**src/rtl/ddr_phy_train_pkg.sv**
```systemverilog
// Shared types, constants and helpers for the DDR4 RX lane read-capture trainer.
// Holds the trainer state encoding, TRAIN_ERR codes and the pattern-rotation match.
package ddr_phy_train_pkg;

   localparam logic [3:0]  PATTERN    = 4'b0011;
   localparam int unsigned TAP_W      = 7;
   localparam int unsigned MAX_TAPS   = 128;
   localparam int unsigned SETTLE_CYC = 8;
   localparam int unsigned CHECK_CYC  = 16;
   localparam int unsigned MIN_EYE    = 4;
   localparam int unsigned MAX_SLIPS  = 3;

   localparam logic [TAP_W-1:0] TAP_LAST = TAP_W'(MAX_TAPS - 1);
   localparam logic [TAP_W-1:0] TAP_ONE  = TAP_W'(1);

   localparam logic [1:0] ERR_OK     = 2'd0;
   localparam logic [1:0] ERR_NO_EYE = 2'd1;
   localparam logic [1:0] ERR_NARROW = 2'd2;
   localparam logic [1:0] ERR_ALIGN  = 2'd3;

   typedef enum logic [3:0] {
      S_IDLE      = 4'd0,
      S_LOAD      = 4'd1,
      S_SETTLE    = 4'd2,
      S_CHECK     = 4'd3,
      S_STEP      = 4'd4,
      S_CENTER    = 4'd5,
      S_SLIP      = 4'd6,
      S_SLIP_WAIT = 4'd7,
      S_DONE      = 4'd8,
      S_ERROR     = 4'd9
   } train_state_t;

   // True when the nibble is any of the four rotations of the training pattern.
   function automatic logic is_rotation(input logic [3:0] d);
      logic [3:0] rot;
      logic       hit;
      rot = PATTERN;
      hit = 1'b0;
      for (int i = 0; i < 4; i++) begin
         hit = hit | (d == rot);
         rot = {rot[2:0], rot[3]};
      end
      return hit;
   endfunction

endpackage

```
**src/rtl/ddr4_rx_lane_trainer_if.sv**
```systemverilog
// Control and IOD-facing signal bundle of the RX lane trainer.
// master = trainer side, slave = IOD / read-datapath / controller side.
interface ddr4_rx_lane_trainer_if;
   import ddr_phy_train_pkg::*;

   logic             TRAIN_START;
   logic [3:0]       RX_DATA_0;
   logic             DELAY_LINE_OUT_OF_RANGE_0;
   logic             DELAY_LINE_MOVE_0;
   logic             DELAY_LINE_DIRECTION_0;
   logic             DELAY_LINE_LOAD_0;
   logic             RX_BIT_SLIP_0;
   logic [3:0]       RX_DATA_OUT;
   logic             RX_VALID;
   logic             TRAIN_BUSY;
   logic             TRAIN_DONE;
   logic [1:0]       TRAIN_ERR;
   logic [TAP_W-1:0] TAP_VAL;
   logic [TAP_W-1:0] EYE_FIRST;
   logic [TAP_W-1:0] EYE_LAST;

   modport master (
      input  TRAIN_START, RX_DATA_0, DELAY_LINE_OUT_OF_RANGE_0,
      output DELAY_LINE_MOVE_0, DELAY_LINE_DIRECTION_0, DELAY_LINE_LOAD_0, RX_BIT_SLIP_0,
      output RX_DATA_OUT, RX_VALID, TRAIN_BUSY, TRAIN_DONE, TRAIN_ERR,
      output TAP_VAL, EYE_FIRST, EYE_LAST
   );

   modport slave (
      output TRAIN_START, RX_DATA_0, DELAY_LINE_OUT_OF_RANGE_0,
      input  DELAY_LINE_MOVE_0, DELAY_LINE_DIRECTION_0, DELAY_LINE_LOAD_0, RX_BIT_SLIP_0,
      input  RX_DATA_OUT, RX_VALID, TRAIN_BUSY, TRAIN_DONE, TRAIN_ERR,
      input  TAP_VAL, EYE_FIRST, EYE_LAST
   );
endinterface

```
**src/rtl/ddr_rx_sample_checker.sv**
```systemverilog
// Per-tap stability check: CHECK_CYC consecutive samples must equal the first one,
// and that first sample must be a rotation of the training pattern.
module ddr_rx_sample_checker
   import ddr_phy_train_pkg::*;
(
   input  logic       i_clk,
   input  logic       i_rst_n,
   input  logic       i_en,
   input  logic [3:0] i_data,
   output logic       o_done,
   output logic       o_pass
);
   localparam logic [3:0] CHK_LAST = 4'(CHECK_CYC - 1);

   logic [3:0] r_cnt;
   logic [3:0] r_first;
   logic       r_stable;
   logic [3:0] w_ref;
   logic       w_stable;

   // Reference sample and running stability for the current window.
   always_comb begin
      w_ref    = r_first;
      w_stable = r_stable;
      if (r_cnt == 4'd0) begin
         w_ref    = i_data;
         w_stable = 1'b1;
      end else begin
         w_stable = r_stable & (i_data == r_first);
      end
      o_done = i_en & (r_cnt == CHK_LAST);
      o_pass = o_done & w_stable & is_rotation(w_ref);
   end

   // Sample counter and captured reference; re-arms whenever disabled or complete.
   always_ff @(posedge i_clk or negedge i_rst_n) begin
      if (!i_rst_n) begin
         r_cnt    <= 4'd0;
         r_first  <= 4'd0;
         r_stable <= 1'b0;
      end else if (!i_en || o_done) begin
         r_cnt    <= 4'd0;
         r_first  <= r_first;
         r_stable <= 1'b0;
      end else begin
         r_cnt    <= r_cnt + 4'd1;
         r_first  <= w_ref;
         r_stable <= w_stable;
      end
   end
endmodule

```
**src/rtl/ddr4_rx_lane_trainer.sv**
```systemverilog
// Read-capture trainer for one DDR4 DQ lane: sweeps the IOD delay line, centres in
// the data eye, then bit-slips until the deserialized nibble equals PATTERN.
module ddr4_rx_lane_trainer
   import ddr_phy_train_pkg::*;
(
   input  logic                   FAB_CLK,
   input  logic                   ARST_N,
   ddr4_rx_lane_trainer_if.master bus
);
   train_state_t     r_state, w_state;
   logic [3:0]       r_cnt, w_cnt;
   logic [TAP_W-1:0] r_tap, w_tap, r_first, w_first, r_last, w_last;
   logic             r_found, w_found, r_align, w_align, r_phase, w_phase;
   logic [1:0]       r_slips, w_slips, r_err, w_err;
   logic             r_move, w_move, r_dir, w_dir, r_load, w_load, r_slip, w_slip;
   logic [3:0]       r_data_out;
   logic             r_valid, r_busy, r_done;
   logic             w_chk_en, w_chk_done, w_chk_pass;
   logic [TAP_W:0]   w_width;
   logic [TAP_W-1:0] w_target;

   localparam logic [3:0]     SETTLE_LAST = 4'(SETTLE_CYC - 1);
   localparam logic [TAP_W:0] MIN_EYE_W   = (TAP_W + 1)'(MIN_EYE);
   localparam logic [1:0]     MAX_SLIPS_W = 2'(MAX_SLIPS);

   ddr_rx_sample_checker u_checker (
      .i_clk   (FAB_CLK),
      .i_rst_n (ARST_N),
      .i_en    (w_chk_en),
      .i_data  (bus.RX_DATA_0),
      .o_done  (w_chk_done),
      .o_pass  (w_chk_pass)
   );

   assign w_width  = {1'b0, r_last} - {1'b0, r_first} + {{TAP_W{1'b0}}, 1'b1};
   assign w_target = r_first + w_width[TAP_W:1];

   // Next-state and next-register decode; pulses are decided here and registered.
   always_comb begin
      w_state = r_state;  w_cnt   = r_cnt;   w_tap   = r_tap;
      w_first = r_first;  w_last  = r_last;  w_found = r_found;
      w_align = r_align;  w_slips = r_slips; w_phase = r_phase;
      w_err   = r_err;    w_dir   = r_dir;
      w_move  = 1'b0;     w_load  = 1'b0;    w_slip  = 1'b0;
      w_chk_en = 1'b0;
      case (r_state)
         S_IDLE, S_DONE, S_ERROR: begin
            if (bus.TRAIN_START) begin
               w_state = S_LOAD;
               w_load  = 1'b1;
               w_tap   = {TAP_W{1'b0}};
               w_err   = ERR_OK;
               w_first = {TAP_W{1'b0}};
               w_last  = {TAP_W{1'b0}};
               w_found = 1'b0;
               w_align = 1'b0;
               w_slips = 2'd0;
               w_cnt   = 4'd0;
            end else begin
               w_state = r_state;
            end
         end
         S_LOAD: begin
            w_cnt   = 4'd0;
            w_state = S_SETTLE;
         end
         S_SETTLE, S_SLIP_WAIT: begin
            if (r_cnt == SETTLE_LAST) begin
               w_cnt = 4'd0;
               // After centring, settling leads to slip alignment instead of another check.
               if ((r_state == S_SLIP_WAIT) || r_align) begin
                  w_state = S_SLIP;
               end else begin
                  w_state = S_CHECK;
               end
            end else begin
               w_cnt = r_cnt + 4'd1;
            end
         end
         S_CHECK: begin
            w_chk_en = 1'b1;
            if (w_chk_done && w_chk_pass) begin
               if (!r_found) begin
                  w_first = r_tap;
                  w_found = 1'b1;
               end else begin
                  w_first = r_first;
               end
               w_last  = r_tap;
               w_state = S_STEP;
            end else if (w_chk_done && r_found) begin
               w_state = S_CENTER;
               w_phase = 1'b0;
               w_dir   = 1'b0;
            end else if (w_chk_done) begin
               w_state = S_STEP;
            end else begin
               w_state = S_CHECK;
            end
         end
         S_STEP: begin
            if ((r_tap == TAP_LAST) || bus.DELAY_LINE_OUT_OF_RANGE_0) begin
               if (r_found) begin
                  w_state = S_CENTER;
                  w_phase = 1'b0;
                  w_dir   = 1'b0;
               end else begin
                  w_state = S_ERROR;
                  w_err   = ERR_NO_EYE;
               end
            end else begin
               w_move  = 1'b1;
               w_dir   = 1'b1;
               w_tap   = r_tap + TAP_ONE;
               w_cnt   = 4'd0;
               w_state = S_SETTLE;
            end
         end
         S_CENTER: begin
            w_dir = 1'b0;
            if (w_width < MIN_EYE_W) begin
               w_state = S_ERROR;
               w_err   = ERR_NARROW;
            end else if (bus.DELAY_LINE_OUT_OF_RANGE_0) begin
               w_state = S_ERROR;
               w_err   = ERR_NO_EYE;
            end else if (r_tap > w_target) begin
               // Alternate phases keep decrement pulses off consecutive cycles.
               if (!r_phase) begin
                  w_move = 1'b1;
                  w_tap  = r_tap - TAP_ONE;
               end else begin
                  w_move = 1'b0;
               end
               w_phase = ~r_phase;
            end else begin
               w_slips = 2'd0;
               w_align = 1'b1;
               w_cnt   = 4'd0;
               w_state = S_SETTLE;
            end
         end
         S_SLIP: begin
            if (bus.RX_DATA_0 == PATTERN) begin
               w_state = S_DONE;
            end else if (r_slips == MAX_SLIPS_W) begin
               w_state = S_ERROR;
               w_err   = ERR_ALIGN;
            end else begin
               w_slip  = 1'b1;
               w_slips = r_slips + 2'd1;
               w_cnt   = 4'd0;
               w_state = S_SLIP_WAIT;
            end
         end
         default: begin
            w_state = S_IDLE;
         end
      endcase
   end

   // State, datapath and output registers.
   always_ff @(posedge FAB_CLK or negedge ARST_N) begin
      if (!ARST_N) begin
         r_state <= S_IDLE;  r_cnt   <= 4'd0;
         r_tap   <= {TAP_W{1'b0}}; r_first <= {TAP_W{1'b0}}; r_last <= {TAP_W{1'b0}};
         r_found <= 1'b0;    r_align <= 1'b0;  r_phase <= 1'b0;
         r_slips <= 2'd0;    r_err   <= 2'd0;
         r_move  <= 1'b0;    r_dir   <= 1'b0;  r_load  <= 1'b0;  r_slip <= 1'b0;
         r_data_out <= 4'd0; r_valid <= 1'b0;  r_busy  <= 1'b0;  r_done <= 1'b0;
      end else begin
         r_state <= w_state; r_cnt   <= w_cnt;
         r_tap   <= w_tap;   r_first <= w_first; r_last <= w_last;
         r_found <= w_found; r_align <= w_align; r_phase <= w_phase;
         r_slips <= w_slips; r_err   <= w_err;
         r_move  <= w_move;  r_dir   <= w_dir;   r_load  <= w_load;  r_slip <= w_slip;
         r_data_out <= (w_state == S_DONE) ? bus.RX_DATA_0 : r_data_out;
         r_valid <= (w_state == S_DONE);
         r_done  <= (w_state == S_DONE);
         r_busy  <= !((w_state == S_IDLE) || (w_state == S_DONE) || (w_state == S_ERROR));
      end
   end

   assign bus.DELAY_LINE_MOVE_0      = r_move;
   assign bus.DELAY_LINE_DIRECTION_0 = r_dir;
   assign bus.DELAY_LINE_LOAD_0      = r_load;
   assign bus.RX_BIT_SLIP_0          = r_slip;
   assign bus.RX_DATA_OUT            = r_data_out;
   assign bus.RX_VALID               = r_valid;
   assign bus.TRAIN_BUSY             = r_busy;
   assign bus.TRAIN_DONE             = r_done;
   assign bus.TRAIN_ERR              = r_err;
   assign bus.TAP_VAL                = r_tap;
   assign bus.EYE_FIRST              = r_first;
   assign bus.EYE_LAST               = r_last;
endmodule

```
**src/flat_wrapper.sv**
```systemverilog
// flat-port wrapper written by rule: the top's interface ports become plain ports
module ddr4_rx_lane_trainer_flat import ddr_phy_train_pkg::*;
  (FAB_CLK, ARST_N, bus_TRAIN_START, bus_RX_DATA_0, bus_DELAY_LINE_OUT_OF_RANGE_0, bus_DELAY_LINE_MOVE_0, bus_DELAY_LINE_DIRECTION_0, bus_DELAY_LINE_LOAD_0, bus_RX_BIT_SLIP_0, bus_RX_DATA_OUT, bus_RX_VALID, bus_TRAIN_BUSY, bus_TRAIN_DONE, bus_TRAIN_ERR, bus_TAP_VAL, bus_EYE_FIRST, bus_EYE_LAST);
  ddr4_rx_lane_trainer_if bus_i ();
  input  logic FAB_CLK;
  input  logic ARST_N;
  input wire logic [$bits(bus_i.TRAIN_START)-1:0] bus_TRAIN_START;
  input wire logic [$bits(bus_i.RX_DATA_0)-1:0] bus_RX_DATA_0;
  input wire logic [$bits(bus_i.DELAY_LINE_OUT_OF_RANGE_0)-1:0] bus_DELAY_LINE_OUT_OF_RANGE_0;
  output wire logic [$bits(bus_i.DELAY_LINE_MOVE_0)-1:0] bus_DELAY_LINE_MOVE_0;
  output wire logic [$bits(bus_i.DELAY_LINE_DIRECTION_0)-1:0] bus_DELAY_LINE_DIRECTION_0;
  output wire logic [$bits(bus_i.DELAY_LINE_LOAD_0)-1:0] bus_DELAY_LINE_LOAD_0;
  output wire logic [$bits(bus_i.RX_BIT_SLIP_0)-1:0] bus_RX_BIT_SLIP_0;
  output wire logic [$bits(bus_i.RX_DATA_OUT)-1:0] bus_RX_DATA_OUT;
  output wire logic [$bits(bus_i.RX_VALID)-1:0] bus_RX_VALID;
  output wire logic [$bits(bus_i.TRAIN_BUSY)-1:0] bus_TRAIN_BUSY;
  output wire logic [$bits(bus_i.TRAIN_DONE)-1:0] bus_TRAIN_DONE;
  output wire logic [$bits(bus_i.TRAIN_ERR)-1:0] bus_TRAIN_ERR;
  output wire logic [$bits(bus_i.TAP_VAL)-1:0] bus_TAP_VAL;
  output wire logic [$bits(bus_i.EYE_FIRST)-1:0] bus_EYE_FIRST;
  output wire logic [$bits(bus_i.EYE_LAST)-1:0] bus_EYE_LAST;
  assign bus_i.TRAIN_START = bus_TRAIN_START;
  assign bus_i.RX_DATA_0 = bus_RX_DATA_0;
  assign bus_i.DELAY_LINE_OUT_OF_RANGE_0 = bus_DELAY_LINE_OUT_OF_RANGE_0;
  assign bus_DELAY_LINE_MOVE_0 = bus_i.DELAY_LINE_MOVE_0;
  assign bus_DELAY_LINE_DIRECTION_0 = bus_i.DELAY_LINE_DIRECTION_0;
  assign bus_DELAY_LINE_LOAD_0 = bus_i.DELAY_LINE_LOAD_0;
  assign bus_RX_BIT_SLIP_0 = bus_i.RX_BIT_SLIP_0;
  assign bus_RX_DATA_OUT = bus_i.RX_DATA_OUT;
  assign bus_RX_VALID = bus_i.RX_VALID;
  assign bus_TRAIN_BUSY = bus_i.TRAIN_BUSY;
  assign bus_TRAIN_DONE = bus_i.TRAIN_DONE;
  assign bus_TRAIN_ERR = bus_i.TRAIN_ERR;
  assign bus_TAP_VAL = bus_i.TAP_VAL;
  assign bus_EYE_FIRST = bus_i.EYE_FIRST;
  assign bus_EYE_LAST = bus_i.EYE_LAST;
  ddr4_rx_lane_trainer u_core (.FAB_CLK(FAB_CLK), .ARST_N(ARST_N), .bus(bus_i));
endmodule
```
**config.mk**
```make
export PLATFORM = sky130hd
export DESIGN_NAME = ddr4_rx_lane_trainer_flat
export DESIGN_NICKNAME = d
export VERILOG_FILES = /design/src/rtl/ddr_phy_train_pkg.sv /design/src/rtl/ddr4_rx_lane_trainer_if.sv /design/src/rtl/ddr_rx_sample_checker.sv /design/src/rtl/ddr4_rx_lane_trainer.sv /design/src/flat_wrapper.sv
export SDC_FILE = /design/constraint.sdc
export NUM_CORES = 1
export LEC_CHECK = 0
export ABC_AREA = 1
export CORE_ASPECT_RATIO = 0.7
export CORE_MARGIN = 2
export CORE_UTILIZATION = 45
export CTS_BUF_LIST = sky130_fd_sc_hd__clkbuf_2 sky130_fd_sc_hd__clkbuf_4 sky130_fd_sc_hd__clkbuf_8
export DETAILED_ROUTE_END_ITERATION = 16
export DONT_BUFFER_PORTS = 1
export GPL_ROUTABILITY_DRIVEN = 0
export SLEW_MARGIN = 20
export SYNTH_ARGS = -nofsm -noshare
export SYNTH_HDL_FRONTEND = slang
export SYNTH_SLANG_ARGS = --single-unit
```
**constraint.sdc**
```tcl
create_clock -name FAB_CLK -period 5.14 [get_ports FAB_CLK]
set_input_delay 1.028 -clock FAB_CLK [delete_from_list [all_inputs] [get_ports FAB_CLK]]
set_output_delay 1.028 -clock FAB_CLK [all_outputs]
set_load 0.03 [all_outputs]
```
* Word-level counts from Yosys, hierarchy flattened *
Index checks and enable logic that the tools add are counted.
Widths: inputs -> output; s select.

word-level totals
  flip-flop bits (word level) = 55
  input port bits = 8
  output and inout port bits = 34
  word-level logic and storage cells = 190

operators by class
  add/subtract/negate cells = 8
  order comparisons = 2
  equality and inequality tests = 40
  muxes and demuxes = 82
  bitwise operators = 8
  reduce and logical (&&, ||, !) cells = 30

operators with widths
  operator             count
  $mux 4               21
  $mux 7               9
  $eq 4x4->1 const B   7
  $pmux 4 s7           1
  $pmux 7 s2           2
  $mux 1               26
  $eq 4x3->1 const B   6
  $mux 2               12
  $pmux 4 s6           1
  $ne 2x2->1 const B   11
  $pmux 7 s3           1
  $reduce_and 7->1     3
  $eq 4x2->1 const B   4
  $reduce_and 8->1     2
  $logic_not 4->1      3
  $ne 2x1->1 const B   6
  $reduce_bool 3->1    3
  $add 4x1->4 const B  2
  $add 8x1->8 const B  1
  $lt 8x3->1 const B   1
  $pmux 2 s4           1
  $reduce_and 4->1     2
  $sub 7x7->8          1
  $add 7x1->7 const B  1
  26 further kinds     43

* Longest topological paths before layout *
  depth in word-level cells = 14
  mapped depth = 33
  depth with buffers taken out = 33

* Hierarchy *
Synthesis repeated with hierarchy kept, for this count alone.

unflattened totals
  cells, all modules = 552
  area, all modules = 4122.7 um^2

by module, submodules not included
  module                 times used  cells each  area an instance (um^2)  seq. area each (um^2)
  ddr4_rx_lane_trainer   1           460         3512.1                   1151.1
  ddr_rx_sample_checker  1           92          610.6                    225.2

* Worst setup path before layout *
OpenSTA, ideal clock, no wires.

  kind = register to register
  start = register u_core.r_first[3], in the netlist u_core.bus.EYE_FIRST[3]
  end = register u_core.r_data_out[0], in the netlist u_core.bus.RX_DATA_OUT[0]
  setup time = 0.118 ns
  arrival = 4.038 ns
  data required time = 5.022 ns
  setup slack = 0.984 ns
  cell stages (with the launch flop) = 31
  path buffers = 0
  period minus slack after synthesis = 4.156 ns
  path through = dfrtp_1 > inv_1 > ha_1 > ha_1 > nand2_1 > nand2_1 > inv_1 > nand2_1 > nand2_1 > nand2_1 > ha_1 > a21oi_1 > inv_1 > a31oi_1 > inv_1 > a21oi_1 > inv_1 > a21oi_1 > xnor2_1 > ha_1 > a21o_1 > nor2_1 > nand2_1 > nand2_1 > nor2_1 > nor2_1 > nand2_1 > nor2_4 > nand3_2 > nand2_1 > nand2_1

between the ends
  word-level cells in the longest chain between the ends = 9
  elaborated cells on any way between the ends = 10
  classes of those cells = 3 x add/sub; 2 x order compare; 1 x eq/ne; 4 x mux

RTL lines
  what                    RTL line                     RTL
  from (decl)             ddr4_rx_lane_trainer.sv:12   logic [TAP_W-1:0] r_tap, w_tap, r_first, w_first, r_last, w_last;
  from (signal assigned)  ddr4_rx_lane_trainer.sv:166  r_tap <= {TAP_W{1'b0}}; r_first <= {TAP_W{1'b0}}; r_last <= {TAP_W{1'b0}};
  from (signal assigned)  ddr4_rx_lane_trainer.sv:173  r_tap <= w_tap; r_first <= w_first; r_last <= w_last;
  $sub 7x7->8             ddr4_rx_lane_trainer.sv:35   assign w_width = {1'b0, r_last} - {1'b0, r_first} + {{TAP_W{1'b0}}, 1'b1};
  $add 8x1->8             ddr4_rx_lane_trainer.sv:35
  $add 7x7->7             ddr4_rx_lane_trainer.sv:36   assign w_target = r_first + w_width[TAP_W:1];
  $gt 7x7->1              ddr4_rx_lane_trainer.sv:127  end else if (r_tap > w_target) begin
  $mux 4                  ddr4_rx_lane_trainer.sv:127
  $mux 4                  ddr4_rx_lane_trainer.sv:124  end else if (bus.DELAY_LINE_OUT_OF_RANGE_0) begin
  $mux 4 *                ddr4_rx_lane_trainer.sv:121  if (w_width < MIN_EYE_W) begin
  $pmux 4 s7 *            ddr4_rx_lane_trainer.sv:46   case (r_state)
  $eq 4x4->1 *            ddr4_rx_lane_trainer.sv:177  r_data_out <= (w_state == S_DONE) ? bus.RX_DATA_0 : r_data_out;
  to (signal assigned)    ddr4_rx_lane_trainer.sv:177
  to (decl)               ddr4_rx_lane_trainer.sv:16   logic [3:0] r_data_out;

Mark *: on every way between the ends. The rest lies on a longest branch, timed or not.
A chain may end at the register's enable or synchronous reset.

* Worst setup path in the final report *
  start = register u_core.r_first[2], in the netlist u_core.bus.EYE_FIRST[2]
  end = register u_core.r_tap[3], in the netlist u_core.bus.TAP_VAL[3]

between the ends
  word-level cells in the longest chain between the ends = 6
  elaborated cells on any way between the ends = 8
  classes of those cells = 3 x add/sub; 2 x order compare; 2 x eq/ne; 1 x reduce/logical

RTL lines
  what                                 RTL line
  $sub 7x7->8                          ddr4_rx_lane_trainer.sv:35
  $add 8x1->8                          ddr4_rx_lane_trainer.sv:35
  $add 7x7->7                          ddr4_rx_lane_trainer.sv:36
  $gt 7x7->1                           ddr4_rx_lane_trainer.sv:127
  $ne 2x1->1 (no source line)          --
  $reduce_and 7->1 (no source line) *  --
  to (signal assigned)                 ddr4_rx_lane_trainer.sv:166
  to (signal assigned)                 ddr4_rx_lane_trainer.sv:173
  to (decl)                            ddr4_rx_lane_trainer.sv:12

Marks and branches as above.

==> flow_summary.yaml <==
run_status:
  status: "finished, final reports clean"
yosys:
  synth_fp_nets: 599
  avgSynthCellArea_sq_um: 7.27
  synth_area_leaders: "dfrtp_1, nand2_1, ha_1"
  yosysSeqAreaShare: 0.342
  async_flop_share: 1.00
  synth.most_common_cell: "nand2_1"
  synth_common_cells: "nand2_1, inv_1, dfrtp_1"
  yosys_warnings: 0
  synth-edff-count: 0
  synthDominantCellAreaShare: 0.342
  synth_ff_type: "dfrtp_1"
  synth-seq-cells: 55
  syn_area_sq_um: 4030
  synth_top_cell_by_area: "dfrtp_1"
  synth_cell_types: 39
  syn_inst: 554
sta:
  slew_headroom: 0.590
  fin_crit_sh: 0.895
  final.setup_skew_ps: 13.9
  fin_tns_setup_ps: 0
  worstMarginPinSlew_ps: 610
  hold_viol_final: 0
  timing.final.ws_setup_ps: 540
  finalCriticalPeriod_ps: 4600
  setup_violations: 0
  rsz0062_at_grt: "false"
  max_freq_ghz: 0.217
  drv_slew: 0
floorplanning:
  fp.dieH_um: 83.2
  start_util: 0.469
  rows: 28
  floorplan.io_pins: 42
  die_width_um: 117
  coreArea_sq_um: 8580
  dieArea_sq_um: 9740
worst_setup_path:
  crit_top_cell: "nand2_1"
  path_max_fanout: 7
  path_class: "reg2reg"
  start_kind: "register"
  cpPeakStageDelay_ps: 590
  required_ps: 5400
  cpMaxStageDelayCell: "dfrtp_1"
  worstSetupEndpointType: "register"
  crit_arrival_ps: 4860
drt:
  via_per_inst: 5.08
  ant_nets: 0
  drc: 0
  drtPass1Iterations: 5
  vias: 3439
  first_iter_violations: 199
  drt-wirelength-per-cell_um: 14.3
  totalWireLength_mm: 9.71
grt:
  grt_pass1_wl_mm: 16.4
  grt.overflow.total: 0
  grtUsageMet1: 0.346
  gr-usage-met2: 0.284
  grt_use_total: 0.214
  grt-busiest-layer: "met1"
  antenna_found_initial: 0
  gr-usage-met3: 0.0540
  grt_pass1_vias: 3236
  grt_max_degree: 56
clocking:
  cts_tree: "done"
  clk_latency_ps: 330
  clk_pin_slew_worst_paths_ps: 110
  cts_sinks: 55
  max-clock-path-buffers: 2
  cts_root_buffer: "clkbuf_8"
  cts_buffers: 5
  htree_levels: 2
  ctsHoldBuffers: 0
final_layout:
  antenna_cells: 0
  syn_to_final_growth_pct: 5.72
  drive_gt1_frac: 0.0844
  utilization: 0.496
  final_cells: 677
  final_net_count: 601
flow_run:
  drv_cap: 0
power_and_ir_drop:
  finalPower_mw: 2.26
  p_leak_nw: 2.32
  power_density_nw_per_um2: 531
  irDropWorstVdd_mv: 0.198
placed_design:
  place_hpwl_mm: 7.57
  preCtsSetupSlack_ps: 435
  placed_cells: 669
  io_buffers: 0
min_path:
  hold_path_class: "in2async"
[stage by stage]
stage          cell area [sq um]  hold slack (ps)
2_1_floorplan               4030              455
3_3_place_gp                4140              478
3_5_place_dp                4140              476
4_1_cts                     4250              370
5_1_grt                     4260              356
6_report                    4260              380
[repair_timing]
item	CTS	global route
resized for setup	0	2
buffers inserted	0	0
setup endpoints to repair	0	11
[power by group]
group / switching [mW] / internal, mW
registers: 0.174 / 0.525
logic: 0.791 / 0.461
clock network: 0.151 / 0.158
[path summary, 6_finish.rpt]
check                                           from                   endpoint  slack (ps)  depth (start not counted)
min in group FAB_CLK       u_core.u_checker.r_cnt[0]  u_core.u_checker.r_cnt[0]         490                          1
setup / recovery             u_core.bus.EYE_FIRST[2]      u_core.bus.TAP_VAL[3]         540                         29
setup reg to reg             u_core.bus.EYE_FIRST[2]      u_core.bus.TAP_VAL[3]         540                         29
hold / removal                                ARST_N    u_core.bus.EYE_FIRST[3]         380                          0
max in group asynchronous                     ARST_N          u_core.r_state[1]        4660                          0
hold reg to reg            u_core.u_checker.r_cnt[0]  u_core.u_checker.r_cnt[0]         490                          1
[layout make-up]
| class | instances | area (sq um) |
|---|---|---|
| flip-flops and latches | 55 | 1380 |
| fillers | 833 | 4330 |
| inverters | 86 | 323 |
| clock buffers | 6 | 82.6 |
| multi-input cells | 408 | 2290 |
| clock inverters | 2 | 35.0 |
| well taps | 120 | 150 |
[cell usage in the layout (no fill, tap or decap), drive strengths merged]
cell,count
o22ai,1
a31oi,1
bufinv,1
o2111ai,2
clkbuf,6
or2,5
a21o,2
o21ai,25
nand3,43
a22oi,1
xnor2,5
nor2,60
xor2,6
o21bai,1
nor3b,3
fa,3
nor4,1
and2,1
dfrtp,55
inv,86
nor3,4
nand2,165
nand4,9
a21oi,33
ha,34
nand3b,3
clkinv,1
[registers in the layout, summed over array words and instances (netlist names)]
name / flops
u_core.r_cnt: 4
u_core.u_checker.r_cnt: 4
u_core.u_checker.r_first: 4
u_core.bus.RX_DATA_OUT: 4
u_core.bus.DELAY_LINE_MOVE_0: 1
u_core.bus.DELAY_LINE_LOAD_0: 1
u_core.r_found: 1
u_core.bus.TRAIN_ERR: 2
u_core.bus.TRAIN_BUSY: 1
u_core.bus.TAP_VAL: 7
u_core.u_checker.r_stable: 1
u_core.bus.EYE_FIRST: 7
u_core.bus.RX_BIT_SLIP_0: 1
u_core.bus.DELAY_LINE_DIRECTION_0: 1
u_core.r_state: 4
u_core.r_align: 1
u_core.bus.EYE_LAST: 7
u_core.r_slips: 2
u_core.bus.RX_VALID: 1
u_core.r_phase: 1
[logic make-up after synthesis]
family | Yosys count | synth area share
buf+inv | 91 | 0.0904
fa+ha+maj | 37 | 0.121
flops | 55 | 0.342
compound gates | 66 | 0.0944
simple gates | 294 | 0.329
xor+xnor | 11 | 0.0239
[critical path: cells and delay by family (launching register included)]
kind | cells | cell delay, ps
flops | 1 | 590
compound gates | 4 | 660
xor+xnor | 1 | 90
simple gates | 14 | 1410
buf+inv | 6 | 440
fa+ha+maj | 4 | 1320
[routing by layer]
| layer | wire, um | up-vias |
|---|---|---|
| met3 | 646 | 4 |
| li1 | - | 1768 |
| met2 | 3830 | 97 |
| met4 | 56 | 0 |
| met5 | 0 | - |
| met1 | 5180 | 1570 |
Note: power is estimated with default switching activity, not from simulation.
